$ cat src/rtl/riscv_sim_monitor.sv
// rtl/riscv_sim_monitor.sv - end-of-program, tohost and address-watch monitor for a RISC-V core under simulation
//
// Purpose: watches the retire and data-memory streams of a core running a test
// program, decides pass/fail (END_PC retire, tohost store, cycle timeout), keeps
// cycle/retire counters, captures the last store and flags watched addresses.
//
// Ports:
//   clk, reset_n                  clock (rising edge), asynchronous active-low reset
//   retire_valid, retire_pc       one instruction retires this cycle, with its PC
//   dm_we, dm_re, dm_addr,
//   dm_wdata                      data memory access this cycle
//   watch_base, watch_mask        NUM_WATCH packed 32-bit windows, window i = [32i+31:32i]
//   state                         IDLE=0, RUN=1, DRAIN=2, DONE=3, FAIL=4
//   done, pass, timeout,
//   fail_code                     verdict outputs
//   cycle_count, retire_count     saturating counters, live in RUN/DRAIN
//   watch_hit, watch_seen         per-window one-cycle pulse / sticky flag
//   last_st_addr, last_st_data    most recent store seen while not terminal
module riscv_sim_monitor #(
  parameter logic [31:0] END_PC         = 32'h0000009c,
  parameter logic [31:0] TOHOST_ADDR    = 32'h00100000,
  parameter int          DRAIN_CYCLES   = 4,
  parameter int          TIMEOUT_CYCLES = 400000000,
  parameter int          NUM_WATCH      = 4,
  parameter int          CNT_W          = 32
) (
  input  logic                     clk,
  input  logic                     reset_n,
  input  logic                     retire_valid,
  input  logic [31:0]              retire_pc,
  input  logic                     dm_we,
  input  logic                     dm_re,
  input  logic [31:0]              dm_addr,
  input  logic [31:0]              dm_wdata,
  input  logic [NUM_WATCH*32-1:0]  watch_base,
  input  logic [NUM_WATCH*32-1:0]  watch_mask,
  output logic [2:0]               state,
  output logic                     done,
  output logic                     pass,
  output logic                     timeout,
  output logic [30:0]              fail_code,
  output logic [CNT_W-1:0]         cycle_count,
  output logic [CNT_W-1:0]         retire_count,
  output logic [NUM_WATCH-1:0]     watch_hit,
  output logic [NUM_WATCH-1:0]     watch_seen,
  output logic [31:0]              last_st_addr,
  output logic [31:0]              last_st_data
);

  typedef enum logic [2:0] {
    S_IDLE  = 3'd0,
    S_RUN   = 3'd1,
    S_DRAIN = 3'd2,
    S_DONE  = 3'd3,
    S_FAIL  = 3'd4
  } state_t;

  localparam logic [31:0]      DRAIN_LOAD = (DRAIN_CYCLES == 0) ? 32'd0 : 32'(DRAIN_CYCLES - 1);
  localparam logic [CNT_W-1:0] TO_LAST    = (TIMEOUT_CYCLES == 0) ? '0 : CNT_W'(TIMEOUT_CYCLES - 1);
  localparam logic [CNT_W-1:0] CNT_ONE    = CNT_W'(1);

  state_t               r_state;
  logic [31:0]          r_drain_cnt;
  logic                 r_done;
  logic                 r_pass;
  logic                 r_timeout;
  logic [30:0]          r_fail_code;
  logic [CNT_W-1:0]     r_cycle;
  logic [CNT_W-1:0]     r_retire;
  logic [NUM_WATCH-1:0] r_watch_hit;
  logic [NUM_WATCH-1:0] r_watch_seen;
  logic [31:0]          r_last_addr;
  logic [31:0]          r_last_data;

  logic                 w_live;
  logic                 w_tohost;
  logic                 w_timeout;
  logic                 w_end_pc;
  logic [CNT_W-1:0]     w_cycle_inc;
  logic [CNT_W-1:0]     w_retire_inc;
  logic [NUM_WATCH-1:0] w_watch_match;

  // Non-terminal covers IDLE too: watches and store capture work before RUN.
  assign w_live       = (r_state == S_IDLE) || (r_state == S_RUN) || (r_state == S_DRAIN);
  assign w_tohost     = dm_we && (dm_addr == TOHOST_ADDR);
  assign w_timeout    = (TIMEOUT_CYCLES != 0) && (r_cycle == TO_LAST);
  assign w_end_pc     = retire_valid && (retire_pc == END_PC);
  assign w_cycle_inc  = (r_cycle  == '1) ? r_cycle  : r_cycle  + CNT_ONE;
  assign w_retire_inc = (r_retire == '1) ? r_retire : r_retire + CNT_ONE;

  always_comb begin
    w_watch_match = '0;
    for (int i = 0; i < NUM_WATCH; i++) begin
      w_watch_match[i] = (dm_we || dm_re) &&
        ((dm_addr & watch_mask[32*i +: 32]) == (watch_base[32*i +: 32] & watch_mask[32*i +: 32]));
    end
  end

  always_ff @(posedge clk or negedge reset_n) begin
    if (!reset_n) begin
      r_state      <= S_IDLE;
      r_drain_cnt  <= '0;
      r_done       <= 1'b0;
      r_pass       <= 1'b0;
      r_timeout    <= 1'b0;
      r_fail_code  <= '0;
      r_cycle      <= '0;
      r_retire     <= '0;
      r_watch_hit  <= '0;
      r_watch_seen <= '0;
      r_last_addr  <= '0;
      r_last_data  <= '0;
    end else begin
      case (r_state)
        S_IDLE: begin
          if (retire_valid) begin
            r_state  <= S_RUN;
            r_retire <= CNT_ONE;
          end
        end
        S_RUN, S_DRAIN: begin
          r_cycle <= w_cycle_inc;
          if (retire_valid) r_retire <= w_retire_inc;
          // Verdict priority: tohost store, then timeout, then END_PC / drain expiry.
          if (w_tohost) begin
            r_done <= 1'b1;
            if (dm_wdata == 32'd1) begin
              r_state <= S_DONE;
              r_pass  <= 1'b1;
            end else begin
              r_state     <= S_FAIL;
              r_fail_code <= dm_wdata[31:1];
            end
          end else if (w_timeout) begin
            r_state     <= S_FAIL;
            r_done      <= 1'b1;
            r_timeout   <= 1'b1;
            r_fail_code <= '0;
          end else if (r_state == S_RUN) begin
            if (w_end_pc) begin
              if (DRAIN_CYCLES == 0) begin
                r_state <= S_DONE;
                r_done  <= 1'b1;
                r_pass  <= 1'b1;
              end else begin
                r_state     <= S_DRAIN;
                r_drain_cnt <= DRAIN_LOAD;
              end
            end
          end else if (r_drain_cnt == 32'd0) begin
            r_state <= S_DONE;
            r_done  <= 1'b1;
            r_pass  <= 1'b1;
          end else begin
            r_drain_cnt <= r_drain_cnt - 32'd1;
          end
        end
        default: ;
      endcase

      if (w_live) begin
        r_watch_hit  <= w_watch_match;
        r_watch_seen <= r_watch_seen | w_watch_match;
        if (dm_we) begin
          r_last_addr <= dm_addr;
          r_last_data <= dm_wdata;
        end
      end else begin
        // A pulse from the final live cycle must not stick high forever.
        r_watch_hit <= '0;
      end
    end
  end

  assign state        = r_state;
  assign done         = r_done;
  assign pass         = r_pass;
  assign timeout      = r_timeout;
  assign fail_code    = r_fail_code;
  assign cycle_count  = r_cycle;
  assign retire_count = r_retire;
  assign watch_hit    = r_watch_hit;
  assign watch_seen   = r_watch_seen;
  assign last_st_addr = r_last_addr;
  assign last_st_data = r_last_data;

endmodule

$ cat config.mk
export PLATFORM = sky130hd
export DESIGN_NAME = riscv_sim_monitor
export DESIGN_NICKNAME = d
export VERILOG_FILES = /design/src/rtl/riscv_sim_monitor.sv
export SDC_FILE = /design/constraint.sdc
export NUM_CORES = 1
export LEC_CHECK = 0
export CORE_AREA = 2 2 205 207
export CTS_CLUSTER_DIAMETER = 40
export DETAILED_ROUTE_END_ITERATION = 10
export DIE_AREA = 0 0 207 209
export GPL_ROUTABILITY_DRIVEN = 0
export SLEW_MARGIN = 20
export SYNTH_ARGS = -nofsm -noshare
export SYNTH_HDL_FRONTEND = slang
export SYNTH_SLANG_ARGS = --single-unit
$ cat constraint.sdc
create_clock -name clk -period 6 [get_ports clk]
set_input_delay 0.6 -clock clk [delete_from_list [all_inputs] [get_ports clk]]
set_output_delay 0.6 -clock clk [all_outputs]
set_load 0.01 [all_outputs]
==> metrics.yaml, run 1 <==
run_status:
  outcome: "completed"
timing:
  worstMarginPinSlew_ps: 1030
  maxSlewHeadroom_pct: 31.0
  rsz0062_at_grt: "false"
  period_needed_ps: 3750
  clock.fmax_ghz: 0.267
  finalHoldViolCount: 0
  skew_ps: 34.3
  final-max-slew-violation-count: 0
  tns_ps: 0
  post-route-period-util_pct: 62.4
  setup_viol: 0
global_routing:
  groute.layer.met1.usage_pct: 31.8
  antenna_found_initial: 15
  track_usage_pct: 26.0
  grtUsageMet3_pct: 6.70
  grt_util_met2_pct: 42.4
  grt-busiest-layer: "met2"
  grt_pass1_vias: 11829
  grt_start_max_net_pins: 85
  grt_remaining_overflow: 0
  grt_pass1_wl_mm: 82.7
worst_setup_path:
  start_kind: "input pin"
  reg2reg_slack_ps: 2640
  endpoint_kind: "flip-flop"
  arrival_ps: 4180
  critPathKind: "input pin to flip-flop"
  critPathRequiredTime_ps: 6440
  path_max_fanout: 35
  worst-r2r-cell-count: 7
floorplanning:
  rows: 75
  fp.dieArea_sq_um: 43300
  num_io_pins: 530
  coreArea_sq_um: 41300
  dieWidth_microns: 207
  die_height_microns: 209
  initial_utilization_pct: 28.2
routing:
  avgViaCountPerCell: 5.17
  wl_per_cell_microns: 25.6
  vias: 11776
  routed_wl_mm: 58.3
  ant_nets: 0
  drc: 0
  drt_pass1_iterations: 5
  drt-initial-drc-count: 770
synthesis:
  syn_inst: 1177
  synth_common_cells: "dfrtp_1, xor2_1, nand2_1, nor2_1, mux2_2"
  yosysTopAreaCell: "dfrtp_1"
  ys_seq_elements: 205
  synth.top_cell.area_share_pct: 44.0
  synth_cell_types: 57
  syn-num-nets: 1537
  ys.flop_type: "dfrtp_1"
  syn_area_sq_um: 11600
  yosysSeqAreaShare_pct: 44.0
  yosys_warnings: 0
  syn_area_per_cell_sq_um: 9.90
  synthArstFlopShare_pct: 100
  yosysMostFrequentCell: "dfrtp_1"
  synthTopCellsByArea: "dfrtp_1, xor2_1, mux2_2"
  synth_edf_count: 0
run:
  max_cap_violations: 0
clock_tree:
  post_cts.repair.setup_buffers: 0
  clock-sinks: 205
  cts_tree: "built"
  h-tree-depth: 2
  cts_root_buffer: "clkbuf_16"
  cts.clk_slew.worst_paths_ps: 50
  cts_hold_buf: 0
  cts_made_buffers: 43
  worstSkewPairLatency_ps: 560
  cts_resized: 0
  cts_buffer_depth: 3
placement:
  portBuffers: 529
  dpl.hpwl_mm: 46.6
layout:
  nets: 2056
  layout-drive-gt1-share_pct: 9.94
  areaGrowthSynthToFinish_pct: 63.5
  n_fill_cell: 3852
  final_util_pct: 46.1
  seqCellArea_sq_um: 5130
  multiInputGateArea_sq_um: 6080
min_path:
  hold_class: "input pin to async pin"
pwr:
  p_leak_uw: 0.00813
  p_per_area_nw_per_um2: 353
  ir_worst_vdd_uv: 268
## path summary, 6_finish.rpt
path                        startpoint               end
setup / recovery           dm_addr[10]      fail_code[6]
hold / removal                 reset_n  last_st_data[25]
setup reg to reg              state[1]   r_drain_cnt[17]
hold reg to reg                   pass              pass
max in group asynchronous      reset_n   last_st_data[5]
min in group clk                  pass              pass
## flip-flops by register name (all words and copies together) (netlist names)
register      flops
cycle_count      32
done              1
fail_code        31
last_st_addr     32
last_st_data     32
pass              1
r_drain_cnt      32
retire_count     32
state             3
timeout           1
watch_hit         4
watch_seen        4
## routing by layer
layer,wire [microns],up-vias
met5,51,-
met3,4090,101
met4,2600,8
li1,-,5333
met2,27600,513
met1,23900,5821
## power breakdown
group          internal, uW  total [uW]  switching (uW)
registers              1730        2010             278
logic                  1130        2150            1010
clock network          1730        2570             839
## final cells by class
| cell class | instances | share of cell area, % |
|---|---|---|
| Antenna cell | 7 | 0.0920 |
| Clock buffer | 51 | 6.13 |
| Clock inverter | 28 | 2.02 |
| Inverter | 50 | 0.986 |
| Multi-Input combinational cell | 853 | 31.9 |
| Sequential cell | 205 | 26.9 |
| Tap cell | 539 | 3.54 |
| Timing Repair Buffer | 543 | 28.4 |
## stage by stage
stage	cells	hold WS [ps]	total power (uW)	area (sq um)	setup WS, ps
2_1_floorplan	1177	304	2950	11600	3240
3_3_place_gp	2190	448	4130	17500	1640
3_5_place_dp	2190	453	4170	17500	1640
4_1_cts	2269	111	6800	19000	2160
5_1_grt	2276	153	7030	19000	2010
6_report	2276	101	6730	19000	2250
## critical path, stage by stage
cell,delay (ps)
clkdlybuf4s50_1,640
nor4b_1,520
nand4_1,290
nor4_4,360
buf_4,400
mux2i_1,340
nand2_2,600
mux2i_1,370
## logic make-up after synthesis
kind of cell / synth area share, %
AND/OR/NAND/NOR: 18.1
flip-flops: 44.0
AO/OA/AOI/OAI: 11.0
XOR/XNOR: 13.2
buffers and inverters: 3.96
multiplexers: 9.11
adder cells (fa/ha/maj): 0.494
## layout by cell type, fill, tap and decap left out, drive strengths merged, types with 29 or more instances in the layout
cell type | netlist | final
nand4 | 38 | 38
nand3 | 32 | 32
nor4 | 34 | 34
clkbuf | 59 | 52
a21oi | 44 | 44
clkdlybuf4s50 | 0 | 528
nor2 | 68 | 68
mux2 | 64 | 64
nor3 | 29 | 29
xor2 | 161 | 161
inv | 50 | 52
mux2i | 34 | 34
dfrtp | 205 | 205
nand2 | 86 | 86
Power figures use the tool's default switching activity.
==> run 2, diff against run 1 <==
--- a/config.mk
+++ b/config.mk
@@ -5,10 +5,10 @@
 export SDC_FILE = /design/constraint.sdc
 export NUM_CORES = 1
 export LEC_CHECK = 0
-export CORE_AREA = 2 2 205 207
+export CORE_AREA = 2 2 206 208
 export CTS_CLUSTER_DIAMETER = 40
 export DETAILED_ROUTE_END_ITERATION = 10
-export DIE_AREA = 0 0 207 209
+export DIE_AREA = 0 0 208 210
 export GPL_ROUTABILITY_DRIVEN = 0
 export SLEW_MARGIN = 20
 export SYNTH_ARGS = -nofsm -noshare
==> constraint.sdc (replaced) <==
create_clock -name clk -period 3.25 [get_ports clk]
set_input_delay 0.325 -clock clk [delete_from_list [all_inputs] [get_ports clk]]
set_output_delay 0.325 -clock clk [all_outputs]
set_load 0.01 [all_outputs]
==> metrics.yaml, run 2 (same netlist as run 1, synthesis figures left out) <==
run_status:
  outcome: "completed"
layout:
  final_util_pct: 47.6  # +1.4 points
  n_fill_cell: 3872  # +0.52%
  layout-drive-gt1-share_pct: 13.3  # +3.4 points
  fin_area_sq_um: 19700  # +3.6%
  final_common_cell: "clkdlybuf4s50_1"
  nets: 2122  # +3.2%
  final_cell_mix: "clkdlybuf4s50_1, dfrtp_1, xor2_1"
  areaGrowthSynthToFinish_pct: 69.3
timing:
  finalHoldViolCount: 0  # unchanged
  clock.fmax_ghz: 0.341
  rsz0062_at_grt: "false"
  skew_ps: 25.2  # -9.13 ps
  period_needed_ps: 2930
  maxSlewHeadroom_pct: 35.7  # +4.7 points
  setup_viol: 0  # unchanged
  final-max-slew-violation-count: 0  # unchanged
  post-route-period-util_pct: 90.2
  tns_ps: 0  # unchanged
  worstMarginPinSlew_ps: 951  # -79.5 ps
global_routing:
  track_usage_pct: 26.2  # +0.24 points
  grt_start_max_net_pins: 82  # -3.5%
  antenna_found_initial: 17  # +2
  grt_remaining_overflow: 0  # unchanged
  grt_pass1_vias: 12327  # +4.2%
  grt_pass1_wl_mm: 84.5  # +2.3%
worst_setup_path:
  critPathKind: "input pin to flip-flop"
  start_kind: "input pin"
  arrival_ps: 3420  # -760 ps
  path_max_fanout: 6  # -83%
  endpoint_kind: "flip-flop"
  critPathRequiredTime_ps: 3740  # -2700 ps
placement:
  place_area_sq_um: 18000  # +3.2%
  portBuffers: 529  # unchanged
  dpl.hpwl_mm: 48.0  # +2.8%
clock_tree:
  h-tree-depth: 2  # unchanged
  cts_buffer_depth: 3  # unchanged
  cts_root_buffer: "clkbuf_16"
  cts_resized: 0  # unchanged
  clock-sinks: 205  # unchanged
  cts_made_buffers: 44  # +2.3%
  worstSkewPairLatency_ps: 560  # about the same
  cts.clk_slew.worst_paths_ps: 50  # about the same
  cts_tree: "built"
routing:
  wl_per_cell_microns: 25.2  # -1.4%
  avgViaCountPerCell: 5.13  # -0.80%
  drt-initial-drc-count: 905  # +18%
  ant_nets: 0  # unchanged
  drt_pass1_iterations: 5  # unchanged
  vias: 12021  # +2.1%
  routed_wl_mm: 59.1  # +1.5%
  drc: 0  # unchanged
floorplanning:
  coreArea_sq_um: 41500  # +0.45%
  rows: 75  # unchanged
  fp.dieArea_sq_um: 43700  # +0.96%
  num_io_pins: 530  # unchanged
  dieWidth_microns: 208  # +0.48%
  initial_utilization_pct: 28.1  # -0.13 points
  die_height_microns: 210  # +0.48%
pwr:
  p_per_area_nw_per_um2: 652  # +84%
  ir_worst_vdd_uv: 593  # +120%
  total_power_uw: 12900  # +91%
  p_leak_uw: 0.00855  # +5.1%
run:
  max_cap_violations: 0  # unchanged
min_path:
  hold_class: "input pin to flip-flop"
-- run 2: changes by cell type in the layout (fill, tap and decap cells not counted), moves of 2 or more --
| cell | previous run | this run |
|---|---|---|
| clkbuf_8 | 5 | 7 |
| clkbuf_16 | 44 | 46 |
| bufinv_16 | 8 | 10 |
| inv_8 | 0 | 2 |
| clkinvlp_4 | 6 | 1 |
| buf_4 | 14 | 73 |
| diode_2 | 7 | 5 |
| buf_12 | 0 | 5 |
-- run 2: path summary, 6_finish.rpt --
kind,start,slack [ps],cells after the start,endpoint
max in group asynchronous,reset_n,1840,3,last_st_data[7]
min,dm_wdata[6],380,3,fail_code[5]
min reg2reg,done,460,1,done
max,dm_we,320,8,pass
max reg2reg,r_drain_cnt[10],360,6,r_drain_cnt[24]
min in group asynchronous,reset_n,420,2,retire_count[20]
-- run 2: timing repair --
action	4_1_cts	5_1_grt
hold endpoints to repair	78	0
setup buffers	0	0
hold buffers	1	0
-- run 2: metrics by stage --
stage | hold slack (ps) | cells | setup slack [ps]
after floorplan | 29.4 | 1177 | 592
after global placement | 439 | 2254 | -82.8
after detailed placement | 441 | 2254 | -148
after CTS | 330 | 2337 | 377
after global routing | 389 | 2341 | 266
final | 375 | 2342 | 318
-- run 2: area by class of cell --
type | count | area, sq um | area share (%)
Tap cell | 539 | 674 | 3.42
Antenna cell | 5 | 12.5 | 0.0634
Multi-Input combinational cell | 853 | 6090 | 30.9
Clock buffer | 56 | 1250 | 6.33
Inverter | 50 | 188 | 0.952
Timing Repair Buffer | 608 | 5960 | 30.2
Sequential cell | 205 | 5130 | 26.0
Clock inverter | 26 | 425 | 2.16
-- run 2: layer usage --
| metal | track usage, % | up-vias | routed length (microns) |
|---|---|---|---|
| met5 | 0 | - | 89 |
| met4 | 8.61 | 14 | 1760 |
| met3 | 8.91 | 100 | 5380 |
| met2 | 42.5 | 564 | 27600 |
| met1 | 32.8 | 5885 | 24300 |
| li1 | - | 5458 | - |
-- run 2: power breakdown --
| part | total [uW] | switching [uW] | internal [uW] | leakage, uW |
|---|---|---|---|---|
| logic | 4110 | 1930 | 2190 | 0.00523 |
| registers | 3680 | 486 | 3200 | 0.00250 |
| clock network | 5060 | 1550 | 3520 | 0.000824 |
-- run 2: critical path, cell delays in order --
cell and delay, ps:
clkdlybuf4s50_1 570, nor4b_1 800, nand4_1 200, or4_1 680
buf_4 200, nor3_1 340, o21bai_1 170, a21o_1 130
==> run 3, diff against run 2 <==
--- a/config.mk
+++ b/config.mk
@@ -5,8 +5,11 @@
 export SDC_FILE = /design/constraint.sdc
 export NUM_CORES = 1
 export LEC_CHECK = 0
+export ABC_AREA = 0
+export CAP_MARGIN = 20
 export CORE_AREA = 2 2 206 208
 export CTS_CLUSTER_DIAMETER = 40
+export CTS_CLUSTER_SIZE = 28
 export DETAILED_ROUTE_END_ITERATION = 10
 export DIE_AREA = 0 0 208 210
 export GPL_ROUTABILITY_DRIVEN = 0
==> results of run 3 <==
Same layout as run 2: the final DEF is identical, and so are final timing and power.
